**config.mk**
```make
export PLATFORM = sky130hd
export DESIGN_NAME = sgf_norm_round
export DESIGN_NICKNAME = d
export VERILOG_FILES = /design/src/rtl/sgf_pkg.sv /design/src/rtl/sgf_round_inc.sv /design/src/rtl/sgf_norm_round.sv
export SDC_FILE = /design/constraint.sdc
export NUM_CORES = 1
export LEC_CHECK = 0
export ABC_AREA = 1
export BUFFER_PORTS_ARGS = -buffer_cell sky130_fd_sc_hd__buf_2
export CAP_MARGIN = 20
export CORE_UTILIZATION = 58
export DETAILED_ROUTE_END_ITERATION = 8
export PLACE_DENSITY = 0.83
export REMOVE_ABC_BUFFERS = 1
export SETUP_SLACK_MARGIN = 0.05
export SKIP_CTS_REPAIR_TIMING = 1
export SLEW_MARGIN = 25
export SYNTH_ARGS = -nofsm -noshare
export SYNTH_HDL_FRONTEND = slang
export SYNTH_HIERARCHICAL = 1
export SYNTH_SLANG_ARGS = --single-unit
```
**constraint.sdc**
```tcl
create_clock -name clk -period 7 [get_ports clk]
set_input_delay 0.35 -clock clk [delete_from_list [all_inputs] [get_ports clk]]
set_output_delay 0.35 -clock clk [all_outputs]
set_load 0.02 [all_outputs]
```
**src/rtl/sgf_pkg.sv**
```systemverilog
// ============================================================================
// Module      : sgf_pkg
// Description : Shared rounding-mode encodings and significand widths.
// Revision    : 1.0
// ============================================================================
`default_nettype none

package sgf_pkg;

    typedef enum logic [1:0] {
        RM_RNE = 2'b00,
        RM_RTZ = 2'b01,
        RM_RUP = 2'b10,
        RM_RDN = 2'b11
    } round_mode_e;

    localparam int c_SW_SINGLE     = 24;
    localparam int c_SW_DOUBLE     = 53;
    localparam int c_PROD_W_SINGLE = 2 * c_SW_SINGLE;
    localparam int c_PROD_W_DOUBLE = 2 * c_SW_DOUBLE;

endpackage

`default_nettype wire

```
**src/rtl/sgf_round_inc.sv**
```systemverilog
// ============================================================================
// Module      : sgf_round_inc
// Description : Combinational rounding incrementer (RNE/RTZ/RUP/RDN).
// Revision    : 1.0
// ============================================================================
`default_nettype none

module sgf_round_inc
    import sgf_pkg::*;
#(
    parameter int SW = 24
) (
    input  logic [SW-1:0] mant_i,
    input  logic          guard_i,
    input  logic          sticky_i,
    input  round_mode_e   mode_i,
    input  logic          sign_i,
    output logic [SW-1:0] mant_o,
    output logic          carry_o,
    output logic          inexact_o
);

    logic          w_inc;
    logic [SW:0]   w_sum;

    assign inexact_o = guard_i | sticky_i;

    always_comb begin
        w_inc = 1'b0;
        case (mode_i)
            RM_RNE:  w_inc = guard_i & (sticky_i | mant_i[0]);
            RM_RTZ:  w_inc = 1'b0;
            RM_RUP:  w_inc = inexact_o & ~sign_i;
            RM_RDN:  w_inc = inexact_o & sign_i;
            default: w_inc = 1'b0;
        endcase
    end

    assign w_sum   = {1'b0, mant_i} + {{SW{1'b0}}, w_inc};
    assign carry_o = w_sum[SW];
    // A carry-out means the mantissa overflowed to 2.0; renormalize to 1.0.
    assign mant_o  = carry_o ? {1'b1, {(SW-1){1'b0}}} : w_sum[SW-1:0];

endmodule

`default_nettype wire

```
**src/rtl/sgf_norm_round.sv**
```systemverilog
// ============================================================================
// Module      : sgf_norm_round
// Description : Two-stage normalize/round pipeline for multiplier significands.
//               Optional macro SGF_ROUND_MODE_EN adds directed rounding modes.
// Revision    : 1.0
// ============================================================================
`default_nettype none

module sgf_norm_round
    import sgf_pkg::*;
#(
    parameter int SW        = 24,
    parameter int precision = 0
) (
    input  logic            clk,
    input  logic            rst,
    input  logic [2*SW-1:0] sgf_result_i,
    input  logic            valid_i,
    output logic            ready_o,
`ifdef SGF_ROUND_MODE_EN
    input  logic [1:0]      round_mode_i,
    input  logic [0:0]      sign_i,
`endif
    output logic [SW-1:0]   sgf_o,
    output logic [1:0]      exp_inc_o,
    output logic            inexact_o,
    output logic            valid_o,
    input  logic            ready_i
);

    if ((precision != 0) && (precision != 1)) begin : g_precision_check
        $error("sgf_norm_round: precision must be 0 or 1");
    end

    logic            w_s1_load;
    logic            w_s2_load;
    logic [SW-1:0]   w_norm_mant_d;
    logic            w_norm_guard_d;
    logic            w_norm_sticky_d;
    logic            w_norm_shift_d;

    logic            s1_valid_q;
    logic [SW-1:0]   s1_mant_q;
    logic            s1_guard_q;
    logic            s1_sticky_q;
    logic            s1_shift_q;

    round_mode_e     w_mode;
    logic            w_sign;
    logic [SW-1:0]   w_round_mant;
    logic            w_carry;
    logic            w_inexact;

    logic            valid_q;
    logic [SW-1:0]   sgf_q;
    logic [1:0]      exp_inc_q;
    logic            inexact_q;

    assign w_s2_load = ~valid_q | ready_i;
    assign w_s1_load = ~s1_valid_q | w_s2_load;
    assign ready_o   = w_s1_load;

    // Product lies in [1.0, 4.0): at most one position of left-justification.
    always_comb begin
        w_norm_shift_d = sgf_result_i[2*SW-1];
        if (w_norm_shift_d) begin
            w_norm_mant_d   = sgf_result_i[2*SW-1:SW];
            w_norm_guard_d  = sgf_result_i[SW-1];
            w_norm_sticky_d = |sgf_result_i[SW-2:0];
        end else begin
            w_norm_mant_d   = sgf_result_i[2*SW-2:SW-1];
            w_norm_guard_d  = sgf_result_i[SW-2];
            w_norm_sticky_d = |sgf_result_i[SW-3:0];
        end
    end

`ifdef SGF_ROUND_MODE_EN
    round_mode_e s1_mode_q;
    logic        s1_sign_q;

    always_ff @(posedge clk) begin
        if (rst) begin
            s1_mode_q <= RM_RNE;
            s1_sign_q <= 1'b0;
        end else if (w_s1_load && valid_i) begin
            s1_mode_q <= round_mode_e'(round_mode_i);
            s1_sign_q <= sign_i[0];
        end
    end

    assign w_mode = s1_mode_q;
    assign w_sign = s1_sign_q;
`else
    assign w_mode = RM_RNE;
    assign w_sign = 1'b0;
`endif

    always_ff @(posedge clk) begin
        if (rst) begin
            s1_valid_q  <= 1'b0;
            s1_mant_q   <= '0;
            s1_guard_q  <= 1'b0;
            s1_sticky_q <= 1'b0;
            s1_shift_q  <= 1'b0;
        end else if (w_s1_load) begin
            s1_valid_q <= valid_i;
            if (valid_i) begin
                s1_mant_q   <= w_norm_mant_d;
                s1_guard_q  <= w_norm_guard_d;
                s1_sticky_q <= w_norm_sticky_d;
                s1_shift_q  <= w_norm_shift_d;
            end
        end
    end

    sgf_round_inc #(
        .SW (SW)
    ) u_round_inc (
        .mant_i    (s1_mant_q),
        .guard_i   (s1_guard_q),
        .sticky_i  (s1_sticky_q),
        .mode_i    (w_mode),
        .sign_i    (w_sign),
        .mant_o    (w_round_mant),
        .carry_o   (w_carry),
        .inexact_o (w_inexact)
    );

    // Bubbles advance the valid flag only, so output data never changes on them.
    always_ff @(posedge clk) begin
        if (rst) begin
            valid_q   <= 1'b0;
            sgf_q     <= '0;
            exp_inc_q <= 2'b00;
            inexact_q <= 1'b0;
        end else if (w_s2_load) begin
            valid_q <= s1_valid_q;
            if (s1_valid_q) begin
                sgf_q     <= w_round_mant;
                exp_inc_q <= {1'b0, s1_shift_q} + {1'b0, w_carry};
                inexact_q <= w_inexact;
            end
        end
    end

    assign valid_o   = valid_q;
    assign sgf_o     = sgf_q;
    assign exp_inc_o = exp_inc_q;
    assign inexact_o = inexact_q;

endmodule

`default_nettype wire

```
==> results by group, run 1 <==
Synthesis
  • Seq/Total Area, Yosys: about a third
  • Yosys synthesis warning count: 6
  • Area leader, netlist: dfxtp_1
  • Number of flops mapped to enable cells by yosys: 0
  • Commonest cells post-synth: nor2_1 (121), nand2_1 (79), dfxtp_1 (56), o21ai_0 (56), inv_1 (46)
  • Fraction of registers with async set/reset: 0%
  • Synth Instances: 499
  • Mean post-synth cell area: 6.65 µm²
  • Yosys top cell area share: 33.8%
  • Synthesized cell area: between 3000 and 4000 µm²
  • Post-synth cell types: 34
  • Dominant cells by area after synthesis: dfxtp_1 (34%), nor2_1 (14%), nand2_1 (8.9%)
  • Most frequent cell after synthesis: nor2_1
  • Primary FF master, synth: dfxtp_1
  • Synth Register Bits: 56

GRT
  • Initial antenna violation count: 0
  • First-pass GRT wire length: approximately 12,000 µm
  • Largest net degree at the start of global routing: 54
  • M1 GR Usage: 28.7%
  • Grt ovf: 0
  • Met2 Usage GRT: 42.4%
  • Vias in the first global route: 2,706
  • GRT busiest layer: met2
  • M3 GR Usage: 3.76%
  • Total track usage: 23.4%

Worst hold path
  • Worst min path class: input port to flip-flop

Detailed routing
  • Antenna Nets Post-Route: 0
  • Drt pass-1 iters: 6
  • Vias per Instance: 4.78
  • Routed len/inst: 9.83 µm
  • DR iter-0 viols: 111
  • DRC: 2
  • Via count: 3,076
  • Routed wire length: 6330 µm

Pwr
  • Worst vdd ir: ~0.13 mV
  • P per Cell Area: 187 nW/µm²
  • Final Power: 0.703 mW
  • Leak pwr: 1.83 nW

Placed design
  • Pre-CTS WS: about 4.6 ns
  • HPWL after DPL: 4950 µm
  • Post-Place Cells: roughly 640
  • Port bufs: 80
  • Dpl cell area: 3660 µm²
  • Gpl congestion: 0.864

Timing
  • Worst Tran Pin Value: between 0.6 and 0.7 ns
  • Skew final: about 0.007 ns
  • Fmax: around 420 MHz
  • Final Hold Vio Count: 0
  • Final period utilization: around 34%
  • Final min period: 2.41 ns
  • Slew Limit Fails: 0
  • Sum Neg Setup Slack: 0 ns
  • Worst setup margin: ~4.6 ns
  • RSZ-0062 raised after global routing: false
  • Worst Hold Slack: ~0.24 ns
  • Max-slew headroom: roughly 57%
  • Final setup fails: 0

CTS
  • Clock Root Buffer: clkbuf_8
  • Worst-Skew Late Latency: roughly 0.31 ns
  • Reg clk slew, reported paths: 0.09 ns
  • CTS tree: done
  • Longest Clk Path Bufs: 2
  • Num CTS Buffers: 5
  • CTS HTree Levels: 2
  • Clock Sinks: 56

Outcome
  • Outcome: finished, violations left
  • Failing checks: DRC

Finish
  • Final cell count without fillers: 644
  • Final nets: around 630
  • Share of cells above drive strength 1: 25.0%
  • Final core occ: 68.5%
  • Post-route cell area: 3770 µm²
  • Area delta synth->final: 13.7%
  • Number of diodes: 0
  • Number of fill cells: 521

Die
  • Die width: 77.6 µm
  • Core box area: 5510 µm²
  • Die H: 77.6 µm
  • Die Area: roughly 6000 µm²
  • Ports: slightly above 80
  • Starting Density: 60.2%
  • Row count: 27

Worst setup path
  • Critical Path RT: around 7.2 ns
  • CP endpoint kind: flip-flop
  • WP data arrival: approximately 2.6 ns
  • WS Path Type: flip-flop to flip-flop
  • Critical path fanouts, max: 10
  • CP Launch Type: flip-flop

Job
  • Max Cap Viol: 0
## power breakdown
part	total [mW]	switching (mW)	internal, mW	leakage, nW
clock	0.206	0.0998	0.106	0.0552
combinational	0.131	0.0778	0.0536	1.31
sequential	0.366	0.0236	0.342	0.463
## cell usage in the layout, fill, tap and decap left out, types with 2 or more instances in the layout
master / n
inv_1: 46
inv_2: 2
o21ai_1: 21
nand4_1: 2
xor2_1: 10
nand3_1: 11
a21oi_1: 4
conb_1: 5
ha_1: 3
buf_2: 80
nor2_4: 2
and2_1: 2
nand2_2: 5
nand2_1: 79
nor2_2: 41
clkbuf_8: 5
dfxtp_1: 56
o21bai_1: 3
xnor2_1: 6
o21ai_0: 56
nor2_1: 121
## kinds of logic after synthesis
logic type                 Yosys count  share of synthesized area (%)
DFF                                 56                           33.8
other                                1                          0.113
buffers and inverters               69                           10.9
AOI/OAI and AO/OA                   85                           13.2
and+or+nand+nor                    269                           36.7
adders and majority gates            3                           1.13
xor gates and xnor gates            16                           4.22
## layer usage
metal	vias up	part of all wire, %
met3	5	4.0
met4	0	0.93
li1	1683	-
met2	74	46
met1	1314	49
met5	-	0
## cell type report
| class | instances | area (µm²) | share of cell area [%] |
|---|---|---|---|
| Multi-Input combinational cell | 378 | 1850 | 49.1 |
| Clock inverter | 2 | 35.0 | 0.929 |
| Inverter | 50 | 200 | 5.31 |
| Timing Repair Buffer | 80 | 400 | 10.6 |
| Tap cell | 72 | 90.1 | 2.39 |
| Clock buffer | 6 | 72.6 | 1.92 |
| Sequential cell | 56 | 1120 | 29.7 |
## critical path, stage by stage, from the launching register on
cell and delay (ns):
dfxtp_1 0.38, inv_1 0.05, o41ai_1 0.41, ha_1 0.24, nand2_2 0.09, nor2_4 0.16, nand2_2 0.09, nor2_2 0.13
nand2_2 0.12, nor2_8 0.16, ha_1 0.25, o21ai_0 0.17, nor2_1 0.05
## path summary, 6_finish.rpt
path | from | endpoint | slack [ns] | cells past startpoint
setup / recovery | s1_guard_q$_SDFFE_PP0P_ | exp_inc_o[0]$_SDFFE_PP0P_ | 4.59 | 12
hold / removal | rst | s1_valid_q$_SDFFE_PP0P_ | 0.24 | 2
setup reg to reg | s1_guard_q$_SDFFE_PP0P_ | exp_inc_o[0]$_SDFFE_PP0P_ | 4.59 | 12
hold reg to reg | sgf_o[2]$_SDFFE_PP0P_ | sgf_o[2]$_SDFFE_PP0P_ | 0.48 | 2
## state kept, by name (all words and copies together), names as in the netlist
register     flops
exp_inc_o        2
inexact_o        1
s1_guard_q       1
s1_mant_q       24
s1_shift_q       1
s1_sticky_q      1
s1_valid_q       1
sgf_o           24
valid_o          1
Note: power is estimated with default switching activity, not from simulation.
==> run 2, diff against run 1 <==
- ABC_AREA: 1 -> 0
- CORE_UTILIZATION: 58 -> 47
- PLACE_DENSITY: 0.83 -> 0.73
- clock period: 7 -> 1.9 ns (I/O delays scaled with it)
==> results by group, run 2 <==
Finish
  • Number of fill cells: between 500 and 600
  • Number of diodes: 0
  • Final core occ: roughly 65%
  • Post-route cell area: 3910 µm²
  • Most frequent cells in the layout: buf_2 (80), a21oi_1 (54), dfxtp_1 (54)
  • Area delta synth->final: 30.8%
  • Final nets: 516
  • Share of cells above drive strength 1: between 30% and 40%
  • FF/Latch Area: approximately 1100 µm²
  • Footprint of the multi-input gates: 1830 µm²
  • Final cell count without fillers: between 500 and 600
  • Most common cell after layout, fill and taps aside: buf_2

Detailed routing
  • DRC: 0
  • Top sig layer: met4
  • Antenna Nets Post-Route: 0
  • Via count: 3,004
  • Metal-1 WL: 3680 µm
  • WL met2: 3550 µm
  • DR iter-0 viols: 155
  • Routed wire length: 7640 µm
  • WL met3: 342 µm
  • Drt pass-1 iters: 4
  • Vias per Instance: roughly 5.6
  • Routed len/inst: roughly 14 µm

GRT
  • Vias in the first global route: 2,722
  • First-pass GRT wire length: roughly 12,000 µm
  • Largest net degree at the start of global routing: 31
  • Total track usage: about a quarter
  • Grt ovf: 0
  • Initial antenna violation count: 0

Pwr
  • Logic pwr share: 19.8%
  • Worst vdd ir: roughly 0.38 mV
  • Leak pwr: 1.66 nW
  • P_int: 1.75 mW
  • Final Power: 2.44 mW
  • Register share of total power: 53.0%
  • P per Cell Area: 624 nW/µm²
  • Net Sw Power: 0.686 mW
  • Clock share of power: 27.2%
  • Sw Ratio: between 20 and 30%

Synthesis
  • Synth Register Bits: 56
  • Yosys synthesis warning count: 6
  • Post-synthesis xor/xnor area fraction: 5.57%
  • Largest family of logic cells by synthesized area: compound AO/OA/AOI/OAI gates
  • Synth Instances: 355
  • Post-Synth Simple-Gate Area: 17.8%
  • Mean post-synth cell area: 8.41 µm²
  • Synthesized cell area: roughly 3000 µm²
  • Synth Area in Compound Gates: 24.7%
  • Yosys top cell area share: 37.6%
  • Dominant cells by area after synthesis: dfxtp_1 (38%), a21oi_1 (9.7%), mux2i_1 (8.0%)
  • Area leader, netlist: dfxtp_1
  • Commonest cells post-synth: a21oi_1 (58), dfxtp_1 (56), nand3_1 (32)
  • Mux contribution to synthesized area: under 10%
  • Post-synth cell types: 45
  • Seq/Total Area, Yosys: a little under two fifths
  • Adder-Cell Fraction of Synth Area: under 10%
  • Primary FF master, synth: dfxtp_1
  • Number of flops mapped to enable cells by yosys: 0
  • Fraction of registers with async set/reset: 0%
  • Most frequent cell after synthesis: a21oi_1

CTS
  • Reg clk slew, reported paths: approximately 0.1 ns
  • CTS tree: done
  • Worst-Skew Late Latency: around 0.30 ns
  • CTS HTree Levels: 2
  • Num CTS Buffers: 5
  • Longest Clk Path Bufs: 2
  • Clock Sinks: 56
  • Clock Root Buffer: clkbuf_8

Worst setup path
  • CP endpoint kind: flip-flop
  • CP Launch Type: flip-flop
  • Critical Path RT: 2.14 ns
  • Critical path fanouts, max: 5
  • WS Path Type: flip-flop to flip-flop
  • WP data arrival: 2.65 ns

Timing
  • Final setup fails: 23
  • Sum Neg Setup Slack: -4.83 ns
  • Skew final: 0.00383 ns
  • Final Hold Vio Count: 0
  • Final min period: 2.41 ns
  • Fmax: 415 MHz
  • Slew Limit Fails: 0
  • RSZ-0062 raised after global routing: true
  • Final period utilization: 127%
  • Worst setup margin: -0.507 ns

Placed design
  • Port bufs: 80
  • Dpl cell area: between 3000 and 4000 µm²
  • Post-Place Cells: 528
  • HPWL after DPL: approximately 5600 µm
  • Gpl congestion: 0.875

Die
  • Row count: 28
  • Starting Density: 49.5%
  • Ports: 81
  • Core box area: 6030 µm²
  • Die H: 81.7 µm
  • Die width: 81.7 µm
  • Die Area: 6670 µm²

Outcome
  • Failing checks: setup timing
  • Outcome: finished, violations left

Job
  • Max Cap Viol: 0

Worst hold path
  • Worst min path class: input port to flip-flop
==> run 2: cell types whose count changed after synthesis, sizes merged, moves of 7 or more <==
cell / delta
nand2: -75
inv: -47
nand4: +9
clkbuf: +12
nor2: -154
nand3: +20
o21ai: -48
a21oi: +56
xnor2: +7
a211oi: +26
mux2i: +24
nor4: +7
==> run 2: cell type report <==
| cell class | instances | area share (%) |
|---|---|---|
| Tap cell | 75 | 2.40 |
| Clock buffer | 6 | 2.11 |
| Multi-Input combinational cell | 270 | 46.9 |
| Clock inverter | 2 | 0.256 |
| Timing Repair Buffer | 125 | 19.3 |
| Inverter | 3 | 0.288 |
| Sequential cell | 56 | 28.8 |
==> run 2: worst paths after layout <==
check                          startpoint                    endpoint  slack, ns  cells after the start
setup reg to reg  s1_guard_q$_SDFFE_PP0P_      sgf_o[19]$_SDFFE_PP0P_      -0.51                     10
hold / removal           sgf_result_i[46]  s1_mant_q[23]$_SDFFE_PP0P_       0.11                      3
setup / recovery  s1_guard_q$_SDFFE_PP0P_      sgf_o[19]$_SDFFE_PP0P_      -0.51                     10
hold reg to reg     sgf_o[5]$_SDFFE_PP0P_       sgf_o[5]$_SDFFE_PP0P_       0.48                      2
==> run 2: cell families after synthesis <==
family                     Yosys count
AOI/OAI and AO/OA                  124
buffers and inverters               34
xor gates and xnor gates            19
other                                1
adders and majority gates            3
DFF                                 56
and+or+nand+nor                     94
muxes                               24
==> run 2: critical path: stages (launching register included) <==
cell and delay, ns:
dfxtp_2 0.36, o21a_1 0.13, nor2_1 0.05, a211oi_2 0.19
ha_2 0.22, nand4_1 0.15, or4_4 0.48, or3_4 0.39
a21oi_2 0.15, nand3_1 0.09, a21oi_1 0.13
==> run 2: routing by layer <==
metal / track usage, % / vias up
met5: 0 / -
met4: 7.19 / 0
met3: 4.00 / 6
met2: 38.5 / 100
met1: 31.9 / 1373
li1: - / 1525
==> run 2: stage by stage <==
step	hold slack [ns]	setup WS (ns)
6_report	0.112	-0.507
5_1_grt	0.134	-0.587
4_1_cts	0.111	-0.575
3_5_place_dp	0.422	-0.550
3_3_place_gp	0.412	-0.381
2_1_floorplan	0.164	-0.508
==> run 2: power by group through the flow <==
stage	clock network [mW]	logic (mW)	registers, mW
after floorplan	0	0.184	1.35
after global placement	0	0.460	1.31
after detailed placement	0	0.468	1.32
after CTS	0.677	0.470	1.29
after global routing	0.721	0.535	1.30
final	0.662	0.483	1.29
==> run 3, diff against run 2 <==
- CORE_UTILIZATION: 47 -> 49
- CTS_BUF_LIST: default -> sky130_fd_sc_hd__clkbuf_2
- CTS_CLUSTER_DIAMETER: default -> 30
- PLACE_DENSITY: 0.73 -> 0.75
==> results by group, run 3 (synthesized netlist as in run 2, its figures left out) <==
Die
  • Die Area: 6410 µm²
  • Die H: 80.1 µm
  • Starting Density: 50.7%
  • Ports: between 80 and 90
  • Core box area: 5890 µm²
  • Die width: 80.1 µm
  • Row count: 28

Worst setup path
  • Setup crit end: sgf_o[19]$_SDFFE_PP0P_
  • WP data arrival: 2.73 ns
  • Max stage delay on crit path: 0.45 ns
  • Reg2reg path depth: 9
  • Critical path fanouts, max: 4
  • WS Path Type: flip-flop to flip-flop
  • R2r endpoint: sgf_o[19]$_SDFFE_PP0P_
  • CP Launch Type: flip-flop
  • Launching point of the worst reg2reg path: s1_guard_q$_SDFFE_PP0P_
  • CP Cell Sequence: o22ai_1 > a211oi_2 > ha_2 > nand4_1 > or4_4 > or3_1 > a21oi_2 > nand3_1 > a21oi_1
  • Crit path max-delay cell type: or4_4
  • CP endpoint kind: flip-flop
  • Flop-to-flop setup slack: -0.43 ns
  • Critical path launch point: s1_guard_q$_SDFFE_PP0P_
  • Critical Path RT: 2.30 ns

CTS
  • CTS HTree Levels: 2
  • Clock Sinks: 56
  • Reg clk slew, reported paths: around 0.28 ns
  • CTS tree: done
  • Num CTS Buffers: 5
  • Clock Root Buffer: clkbuf_2
  • Longest Clk Path Bufs: 2
  • Worst-Skew Late Latency: 0.45 ns

Finish
  • Most common cell after layout, fill and taps aside: buf_2
  • Number of diodes: 0
  • Post-route cell area: 4180 µm²
  • Share of cells above drive strength 1: approximately a third
  • Final nets: 547
  • Final core occ: 71.0%
  • Area delta synth->final: 39.9%
  • Most frequent cells in the layout: buf_2 (80), a21oi_1 (54), dfxtp_1 (54)

GRT
  • Vias in the first global route: 2,566
  • M1 GR Usage: 31.3%
  • First-pass GRT wire length: about 12,000 µm
  • Largest net degree at the start of global routing: 30
  • M3 GR Usage: 3.18%
  • Met2 Usage GRT: 38.4%
  • Grt ovf: 0
  • Initial antenna violation count: 0
  • Total track usage: 23.0%
  • GRT busiest layer: met2

Timing
  • Fmax: about 430 MHz
  • Final period utilization: 123%
  • Max-slew headroom: 63.1%
  • Final min period: 2.33 ns
  • Skew final: 0.0165 ns
  • RSZ-0062 raised after global routing: true
  • Worst setup margin: -0.434 ns
  • Final setup fails: 23
  • Final Hold Vio Count: 1
  • Worst Hold Slack: -0.000155 ns
  • Slew Limit Fails: 0
  • Worst Tran Pin Value: 0.553 ns

Outcome
  • Failing checks: hold timing, setup timing
  • Outcome: finished, violations left

Pwr
  • Worst vdd ir: roughly 0.32 mV
  • Leak pwr: around 1.7 nW
  • P per Cell Area: 582 nW/µm²

Placed design
  • Port bufs: 80
  • Gpl congestion: 0.897
  • Dpl cell area: 3700 µm²
  • Pre-CTS WS: -0.464 ns
  • HPWL after DPL: between 5000 and 6000 µm

Detailed routing
  • DRC: 0
  • DR iter-0 viols: 195
  • Routed len/inst: 14.3 µm
  • Antenna Nets Post-Route: 0
  • Vias per Instance: 5.57
  • Routed wire length: 8100 µm
  • Drt pass-1 iters: 4
  • Via count: ~3,200

Job
  • Max Cap Viol: 0

Worst hold path
  • Worst min path class: input port to flip-flop
-- run 3: worst min-delay path by stage --
| stage | end | cells past startpoint | slack (ns) | from |
|---|---|---|---|---|
| 6_report | s1_mant_q[6]$_SDFFE_PP0P_ | 3 | -0.0002 | sgf_result_i[29] |
| 5_1_grt | s1_mant_q[6]$_SDFFE_PP0P_ | 3 | -0.008 | sgf_result_i[29] |
| 4_1_cts | s1_mant_q[23]$_SDFFE_PP0P_ | 3 | -0.1 | sgf_result_i[46] |
| 3_5_place_dp | s1_mant_q[23]$_SDFFE_PP0P_ | 3 | 0.42 | sgf_result_i[46] |
| 3_3_place_gp | s1_mant_q[23]$_SDFFE_PP0P_ | 3 | 0.41 | sgf_result_i[46] |
| 2_1_floorplan | exp_inc_o[0]$_SDFFE_PP0P_ | 1 | 0.16 | rst |
-- run 3: critical path: cells and delay by family (launching register included) --
family	cells	cell delay (ns)
AO/OA/AOI/OAI	4	0.62
adder cells (fa/ha/maj)	1	0.23
AND/OR/NAND/NOR	4	1.04
flip-flops	1	0.42
-- run 3: per-layer routing --
metal | part of all wire, % | vias up
met5 | 0 | -
met3 | 5.9 | 6
met2 | 48 | 109
li1 | - | 1582
met4 | 0.90 | 0
met1 | 45 | 1467
-- run 3: stage by stage --
step,hold slack (ns),TNS [ns],instances,total power [mW]
global placement,0.415,-4.82,527,1.77
global route,-0.00763,-8.26,568,2.55
CTS,-0.0973,-7.71,535,2.36
finish,-0.000155,-4.38,568,2.43
detailed placement,0.422,-6.63,527,1.78
floorplan,0.164,-10.11,329,1.54
-- run 3: final cells by class --
class | count | area (µm²)
sequential | 56 | 1120
fill | 465 | 1710
timing repair buffer | 156 | 1060
multi-input combinational | 270 | 1820
inverter | 3 | 11.3
tap | 75 | 93.8
clock inverter | 3 | 42.5
clock buffer | 5 | 25.0
-- run 3: report_power, final --
group,internal [mW],total [mW],switching [mW]
clock,0.219,0.594,0.375
combinational,0.264,0.541,0.277
sequential,1.25,1.30,0.0509
